$ cat src/rtl/mp_arith_pkg.sv
// Shared definitions for the multi-precision add/subtract datapath:
// FSM encoding, default operand geometry and counter sizing.
package mp_arith_pkg;

    localparam int unsigned DEF_WIDTH = 128;
    localparam int unsigned DEF_LIMB  = 64;

    typedef enum logic [1:0] {
        ST_IDLE = 2'd0,
        ST_SUB  = 2'd1,
        ST_DONE = 2'd2
    } state_t;

    // Limb counter width; never narrower than one bit.
    function automatic int unsigned cnt_width(input int unsigned n);
        return (n > 1) ? $clog2(n) : 1;
    endfunction

endpackage

$ cat src/rtl/mp_limb_sub.sv
// Combinational single-limb subtractor with borrow in/out:
// {bout, d} = a - b - bin evaluated at LIMB+1 bits.
module mp_limb_sub
    import mp_arith_pkg::*;
#(
    parameter int unsigned LIMB = DEF_LIMB
) (
    input  logic [LIMB-1:0] a,
    input  logic [LIMB-1:0] b,
    input  logic            bin,
    output logic [LIMB-1:0] d,
    output logic            bout
);

    logic [LIMB:0] w_diff;

    // The extra top bit of the widened difference is the borrow out.
    assign w_diff = {1'b0, a} - {1'b0, b} - (LIMB+1)'(bin);
    assign d      = w_diff[LIMB-1:0];
    assign bout   = w_diff[LIMB];

endmodule

$ cat src/rtl/mp_subtractor.sv
// Iterative multi-precision subtractor: C = {A<B, (A-B) mod 2^WIDTH},
// one limb per cycle, least-significant limb first.
module mp_subtractor
    import mp_arith_pkg::*;
#(
    parameter int unsigned WIDTH = DEF_WIDTH,
    parameter int unsigned LIMB  = DEF_LIMB
) (
    input  logic             clk,
    input  logic             resetn,
    input  logic             start,
    input  logic [WIDTH-1:0] A,
    input  logic [WIDTH-1:0] B,
    output logic [WIDTH:0]   C,
    output logic             done,
    output logic             busy
);

    localparam int unsigned      NUM_LIMBS = WIDTH / LIMB;
    localparam int unsigned      CNT_W     = cnt_width(NUM_LIMBS);
    localparam logic [CNT_W-1:0] LAST_LIMB = CNT_W'(NUM_LIMBS - 1);

    state_t            r_state;
    state_t            w_state_nxt;
    logic [WIDTH-1:0]  r_a;
    logic [WIDTH-1:0]  r_b;
    logic [WIDTH-1:0]  r_res;
    logic [CNT_W-1:0]  r_cnt;
    logic              r_borrow;
    logic              r_done;
    logic              r_busy;
    logic [LIMB-1:0]   w_d;
    logic              w_bout;
    logic              w_done_nxt;
    logic              w_busy_nxt;

    mp_limb_sub #(
        .LIMB (LIMB)
    ) u_limb_sub (
        .a    (r_a[LIMB-1:0]),
        .b    (r_b[LIMB-1:0]),
        .bin  (r_borrow),
        .d    (w_d),
        .bout (w_bout)
    );

    always_ff @(posedge clk or negedge resetn) begin
        if (!resetn) begin
            r_state <= ST_IDLE;
        end else begin
            r_state <= w_state_nxt;
        end
    end

    always_comb begin
        w_state_nxt = r_state;
        case (r_state)
            ST_IDLE: if (start)              w_state_nxt = ST_SUB;
            ST_SUB:  if (r_cnt == LAST_LIMB) w_state_nxt = ST_DONE;
            ST_DONE:                         w_state_nxt = ST_IDLE;
            default:                         w_state_nxt = ST_IDLE;
        endcase
    end

    // Status flags are decoded from the next state so they can be registered.
    always_comb begin
        w_done_nxt = 1'b0;
        w_busy_nxt = 1'b0;
        w_done_nxt = (w_state_nxt == ST_DONE);
        w_busy_nxt = (w_state_nxt != ST_IDLE);
    end

    always_ff @(posedge clk or negedge resetn) begin
        if (!resetn) begin
            r_a      <= '0;
            r_b      <= '0;
            r_res    <= '0;
            r_cnt    <= '0;
            r_borrow <= 1'b0;
            r_done   <= 1'b0;
            r_busy   <= 1'b0;
        end else begin
            r_done <= w_done_nxt;
            r_busy <= w_busy_nxt;
            case (r_state)
                ST_IDLE: begin
                    r_a <= A;
                    r_b <= B;
                    if (start) begin
                        r_cnt    <= '0;
                        r_borrow <= 1'b0;
                    end
                end
                ST_SUB: begin
                    // Operands drain from the bottom; differences enter at the top.
                    r_a      <= r_a >> LIMB;
                    r_b      <= r_b >> LIMB;
                    r_res    <= WIDTH'({w_d, r_res} >> LIMB);
                    r_borrow <= w_bout;
                    r_cnt    <= r_cnt + CNT_W'(1);
                end
                default: ;
            endcase
        end
    end

    assign C    = {r_borrow, r_res};
    assign done = r_done;
    assign busy = r_busy;

endmodule

$ cat config.mk
export PLATFORM = sky130hd
export DESIGN_NAME = mp_subtractor
export DESIGN_NICKNAME = d
export VERILOG_FILES = /design/src/rtl/mp_arith_pkg.sv /design/src/rtl/mp_limb_sub.sv /design/src/rtl/mp_subtractor.sv
export SDC_FILE = /design/constraint.sdc
export NUM_CORES = 1
export LEC_CHECK = 0
export CAP_MARGIN = 20
export CORE_UTILIZATION = 69
export DETAILED_ROUTE_END_ITERATION = 12
export DONT_BUFFER_PORTS = 1
export PLACE_DENSITY = 0.85
export REMOVE_ABC_BUFFERS = 1
export SETUP_SLACK_MARGIN = 0.05
export SKIP_LAST_GASP = 1
export SLEW_MARGIN = 10
export SYNTH_ARGS = -nofsm -noshare
export SYNTH_HDL_FRONTEND = slang
export SYNTH_SLANG_ARGS = --single-unit
$ cat constraint.sdc
create_clock -name clk -period 9.2 [get_ports clk]
set_input_delay 0.46 -clock clk [delete_from_list [all_inputs] [get_ports clk]]
set_output_delay 0.46 -clock clk [all_outputs]
set_load 0.02 [all_outputs]
Word level (Yosys, flattened, before mapping)
Index checks and enable logic that the tools add are counted.
{"block": "totals", "ramBits": 0, "mem_bits_ro": 0, "out_inout_bits": 131, "ff_bits": 390, "inputBits": 259, "n_memories": 0, "latch_bits": 0}
{"block": "op_classes", "n_eq_ne": 3, "div": 0, "shift": 0, "mul": 0, "muxes": 8, "magnitude_cmp": 0, "add_sub_neg": 3, "reduce_logical": 4, "bitwise_logic": 0}
{"op": "one-hot mux 128 bit (2 select lines)", "n": 2}
{"op": "subtractor 64 x 64 -> 65 bit", "n": 1}
{"op": "subtractor 65 x 1 -> 65 bit", "n": 1}
{"op": "two-way mux 2 bit", "n": 2}
{"op": "one-hot mux 1 bit (2 select lines)", "n": 2}
{"op": "one-hot mux 2 bit (2 select lines)", "n": 1}
{"op": "nonzero test 2 bit", "n": 2}
{"op": "== test 2 x 1 -> 1 bit, second input constant", "n": 1}
{"op": "== test 2 bit, second input constant", "n": 1}
{"op": "zero test 2 bit", "n": 1}
{"op": "inequality test 2 bit, second input constant", "n": 1}
{"op": "AND reduction 2 bit", "n": 1}
{"op": "adder 1 bit, second input constant", "n": 1}
{"op": "two-way mux 1 bit", "n": 1}

Depth between registers and ports, before layout
{"block": "depth", "depth_word": 3, "mapped_depth": 15, "depth_no_buf": 15}

Cells and area by module
From an unflattened synthesis, not the netlist that was laid out.
{"block": "hier_totals", "hier_cells": 1952, "area_unflattened_um2": 20883.8}
{"module": "mp_subtractor", "cells_each": 1131, "n_inst": 1, "area_each_um2": 15587.4}
{"module": "mp_limb_sub", "cells_each": 821, "n_inst": 1, "area_each_um2": 5296.3}

Worst setup path after synthesis
No wires, ideal clock.
{"block": "synth_path", "path_type": "reg-to-reg", "from": "register r_a[0]", "to": "register r_res[118]", "t_arrival_ns": 3.470, "period_less_slack_ns": 3.603, "slack_ns": 5.597, "path_buffers": 0, "required_time_ns": 9.067, "stages_incl_launch_ff": 15, "cell_sequence": "dfrtp_1 -> fa_1 -> inv_1 -> ha_1 -> or2_2 -> fa_1 -> nor3b_1 -> o21a_1 -> a2111o_1 -> a21oi_1 -> o311ai_1 -> nand2_1 -> a41oi_1 -> xor2_1 -> o21ai_0"}
{"block": "synth_between", "elab_chain_len": 2}
{"element": "from (decl)", "line": "mp_subtractor.sv:25", "rtl": "logic [WIDTH-1:0] r_a;"}
{"element": "from (signal assigned)", "line": "mp_subtractor.sv:96", "rtl": "r_a <= r_a >> LIMB;"}
{"element": "subtractor 64 x 64 -> 65 bit", "line": "mp_limb_sub.sv:18", "rtl": "assign w_diff = {1'b0, a} - {1'b0, b} - (LIMB+1)'(bin);"}
{"element": "subtractor 65 x 1 -> 65 bit", "line": "mp_limb_sub.sv:18"}
{"element": "to (signal assigned)", "line": "mp_subtractor.sv:98", "rtl": "r_res <= WIDTH'({w_d, r_res} >> LIMB);"}
{"element": "to (decl)", "line": "mp_subtractor.sv:27", "rtl": "logic [WIDTH-1:0] r_res;"}
No other way between the ends.
A chain may end at the register's enable or synchronous reset.

Worst setup path in the final report
{"block": "layout_path", "from": "register r_borrow", "to": "register r_res[104]"}
{"block": "layout_between", "elab_chain_len": 1}
{"element": "from (decl)", "line": "mp_subtractor.sv:29", "rtl": "logic r_borrow;"}
{"element": "from (signal assigned)", "line": "mp_subtractor.sv:99", "rtl": "r_borrow <= w_bout;"}
{"element": "subtractor 65 x 1 -> 65 bit", "line": "mp_limb_sub.sv:18"}
No other way between the ends.

==> metrics <==
Seq/Total Area, Yosys between 40% and 50%; commonest non-fill, non-tap cell in the layout nand2_1; Setup-failing EPs final 0; final HPWL from detailed placement 33,490 microns; post-route ant nets 0; outcome finished, violations left; clock root buffer clkbuf_16; max-cap violation count 0; CP Data Required Time 9.61 ns; post-synthesis async set-or-reset flop share 100.0%; core area around 29,000 sq um; dpl ws about 4.8 ns; critical path class reg -> reg; post-CTS sizing 0; Fin Clk Skew roughly 0.016 ns; Post-synth EDFFs 0; endpoint type of the worst setup path flop; unrepaired setup endpoints after global routing no; final WL around 49,000 microns; Synth Warn # 0; Final Cycle Share about half; Wirelength per Cell 19.94 microns; CTS sink cnt slightly below 400; Worst-Margin Slew around 1.3 ns; Starting Density around 70%; Filler cells slightly below 2,000; worst setup path end r_res[104]; largest net degree at the start of global routing about 390; WP data arrival between 4 and 5 ns; mean number of vias per cell slightly above 6; Tmin final about 4.5 ns; reg-to-reg startpoint r_borrow; Clock Tree Buf Depth 3; layout cells sized above 1 under 10%; GP Congestion between 0.8 and 0.9; Max FO, Critical Path 5; die footprint around 30,000 sq um; crit start category flop; synth-to-layout area growth 7.247%; worst path buffer plus inverter count 2; Pins Over Slew Limit 0; HP Class in -> async; global-route congestion overflow total 0; reg2reg end r_res[104]; synthesized flop and latch total 390; Hold Slack -0.3697 ns; Top delay family on crit path compound AO/OA/AOI/OAI gates; CTS tree built; Rel. slew slack 10.17%; total track usage between 30 and 40%; Worst-path clk slew about 0.06 ns; htree depth 2; count of different cell masters after synthesis ~70; fin util 75.78%; worst r2r path cells 15; Avg Cell Area, Syn 9.555 sq um; First-pass DRT Iterations 6; first-pass GRT wire length around 80,000 microns; CTS Buf Count 40; I/O Buffers 0; top-area cell type share of the netlist area 47.86%; clk_lat worst skew 0.53 ns; area leader, netlist dfrtp_1; Critical-path top delay cell dfrtp_1; Die Wd approximately 170 microns; number of global-route vias before repair ~16,000; post-synthesis cell area roughly 20,000 sq um; Starting DRT DRC Count 1,251; R2R setup slack ~4.7 ns; vias roughly 15,000; DRC Markers 0; row count 62; Crit. path cell count 15; Die Height 173.9 microns; Main synth FF type dfrtp_1; CP Cell Sequence inv_1, fa_1, inv_1, ha_1, or2_2, fa_1, nor3b_1, o21a_1, a2111oi_0, o31ai_1, a21oi_1, o211ai_1, and2_1, o21ai_0, a221o_1; initial antenna violation count 2; Post-Syn Instances 2,134; Hold Fails Final Rpt just under 400; IO Pins 390; Layout Nets around 2,400; largest cells by area after synthesis dfrtp_1 (48%), nand2_1 (7.8%), ha_1 (7.7%); max incr delay on CP about 0.53 ns; crit path from r_borrow; Setup TNS Final 0 ns; most frequent cells in the layout nand2_1 (425), dfrtp_1 (388), o21ai_0 (215), inv_1 (207), mux2i_1 (130); top achievable clock speed approximately 0.22 GHz; failing checks negative hold slack; Setup WS post-layout 4.710 ns
==> flip-flops by register name, indices dropped and copies added (netlist names) <==
| register | flops |
|---|---|
| done | 1 |
| busy | 1 |
| r_b | 128 |
| r_state | 2 |
| r_a | 128 |
| r_res | 128 |
| r_cnt | 1 |
| r_borrow | 1 |
==> per-layer routing <==
metal	part of all wire [%]	global-route usage (%)	vias up
met2	48	53.70	634
met1	41	43.31	7446
met4	3.4	12.65	2
met3	7.7	6.649	121
li1	-	-	7155
met5	0.034	0	-
==> worst register-to-register path: cells and delay by family, from the launching register on <==
family,cells,cell delay (ns)
buf+inv,2,0.18
compound gates,7,1.81
flops,1,0.53
fa+ha+maj,3,1.13
simple gates,3,0.71
==> cells by family (layout without fill, tap and decap cells) <==
kind of cell | after synthesis | count (layout) | share of synthesized area, %
compound gates | 552 | 552 | 17.94
xor+xnor | 50 | 50 | 2.148
fa+ha+maj | 128 | 128 | 7.928
buf+inv | 331 | 286 | 6.480
flops | 390 | 390 | 47.86
mux | 130 | 130 | 6.382
other cells | 0 | 1 | 0
simple gates | 553 | 553 | 11.26
==> through the flow <==
| step | area, sq um | instances | hold WS, ns |
|---|---|---|---|
| final | 21870 | 2474 | -0.3697 |
| after global routing | 21870 | 2474 | -0.3801 |
| after CTS | 21870 | 2473 | -0.3741 |
| after detailed placement | 20430 | 2402 | 0.1770 |
| after global placement | 20430 | 2402 | 0.1775 |
| after floorplan | 19850 | 2010 | 0.1644 |
==> cell usage after synthesis, types with 3 or more instances <==
| cell | count |
|---|---|
| nand2_1 | 425 |
| dfrtp_1 | 390 |
| o21ai_0 | 215 |
| inv_1 | 207 |
| mux2i_1 | 130 |
| a22o_1 | 128 |
| ha_1 | 126 |
| clkbuf_1 | 93 |
| a21oi_1 | 81 |
| nor2_1 | 37 |
| a21o_1 | 27 |
| xnor2_1 | 25 |
| xor2_1 | 25 |
| buf_1 | 18 |
| nand3_1 | 17 |
| nand4_1 | 15 |
| nor3_1 | 13 |
| o211ai_1 | 13 |
| o21bai_1 | 11 |
| a31oi_1 | 9 |
| o21a_1 | 9 |
| o31ai_1 | 8 |
| a211oi_1 | 6 |
| and2_1 | 6 |
| nand2b_1 | 6 |
| buf_4 | 5 |
| clkbuf_8 | 5 |
| or2_2 | 5 |
| a21boi_0 | 4 |
| and3_1 | 4 |
| and4_1 | 4 |
| nor2b_1 | 4 |
| o2111ai_1 | 4 |
| or3_1 | 4 |
| a221o_1 | 3 |
| o311ai_0 | 3 |
| or4_1 | 3 |
==> worst min path at each step <==
| stage | startpoint | endpoint | slack, ns | cells after the start |
|---|---|---|---|---|
| 2_1_floorplan | resetn | busy | 0.16 | 0 |
| 3_3_place_gp | resetn | r_res[0] | 0.18 | 0 |
| 3_5_place_dp | resetn | r_a[66] | 0.18 | 0 |
| 4_1_cts | resetn | r_a[66] | -0.37 | 0 |
| 5_1_grt | resetn | r_b[67] | -0.38 | 0 |
| 6_report | resetn | r_b[71] | -0.37 | 0 |
==> cell type report <==
class                      instances  area, sq um  share of cell area, %
clock inverter                    16        287.8                  1.316
inverter                         207        777.0                  3.553
multi-input combinational       1413         9333                  42.68
clock buffer                      55         1149                  5.252
tap                              384        480.5                  2.197
sequential                       390         9767                  44.66
timing repair buffer               8        72.57                 0.3318
antenna                            1        2.502                0.01144
==> repair_timing <==
| action | in CTS | in global routing |
|---|---|---|
| endpoints found under the setup margin | 0 | 0 |
| hold endpoints to repair | 390 | 390 |
| buffers inserted | 0 | 0 |
Power is not shown: default switching activity piles up to over one toggle a cycle in this logic, so the estimate is an artifact.
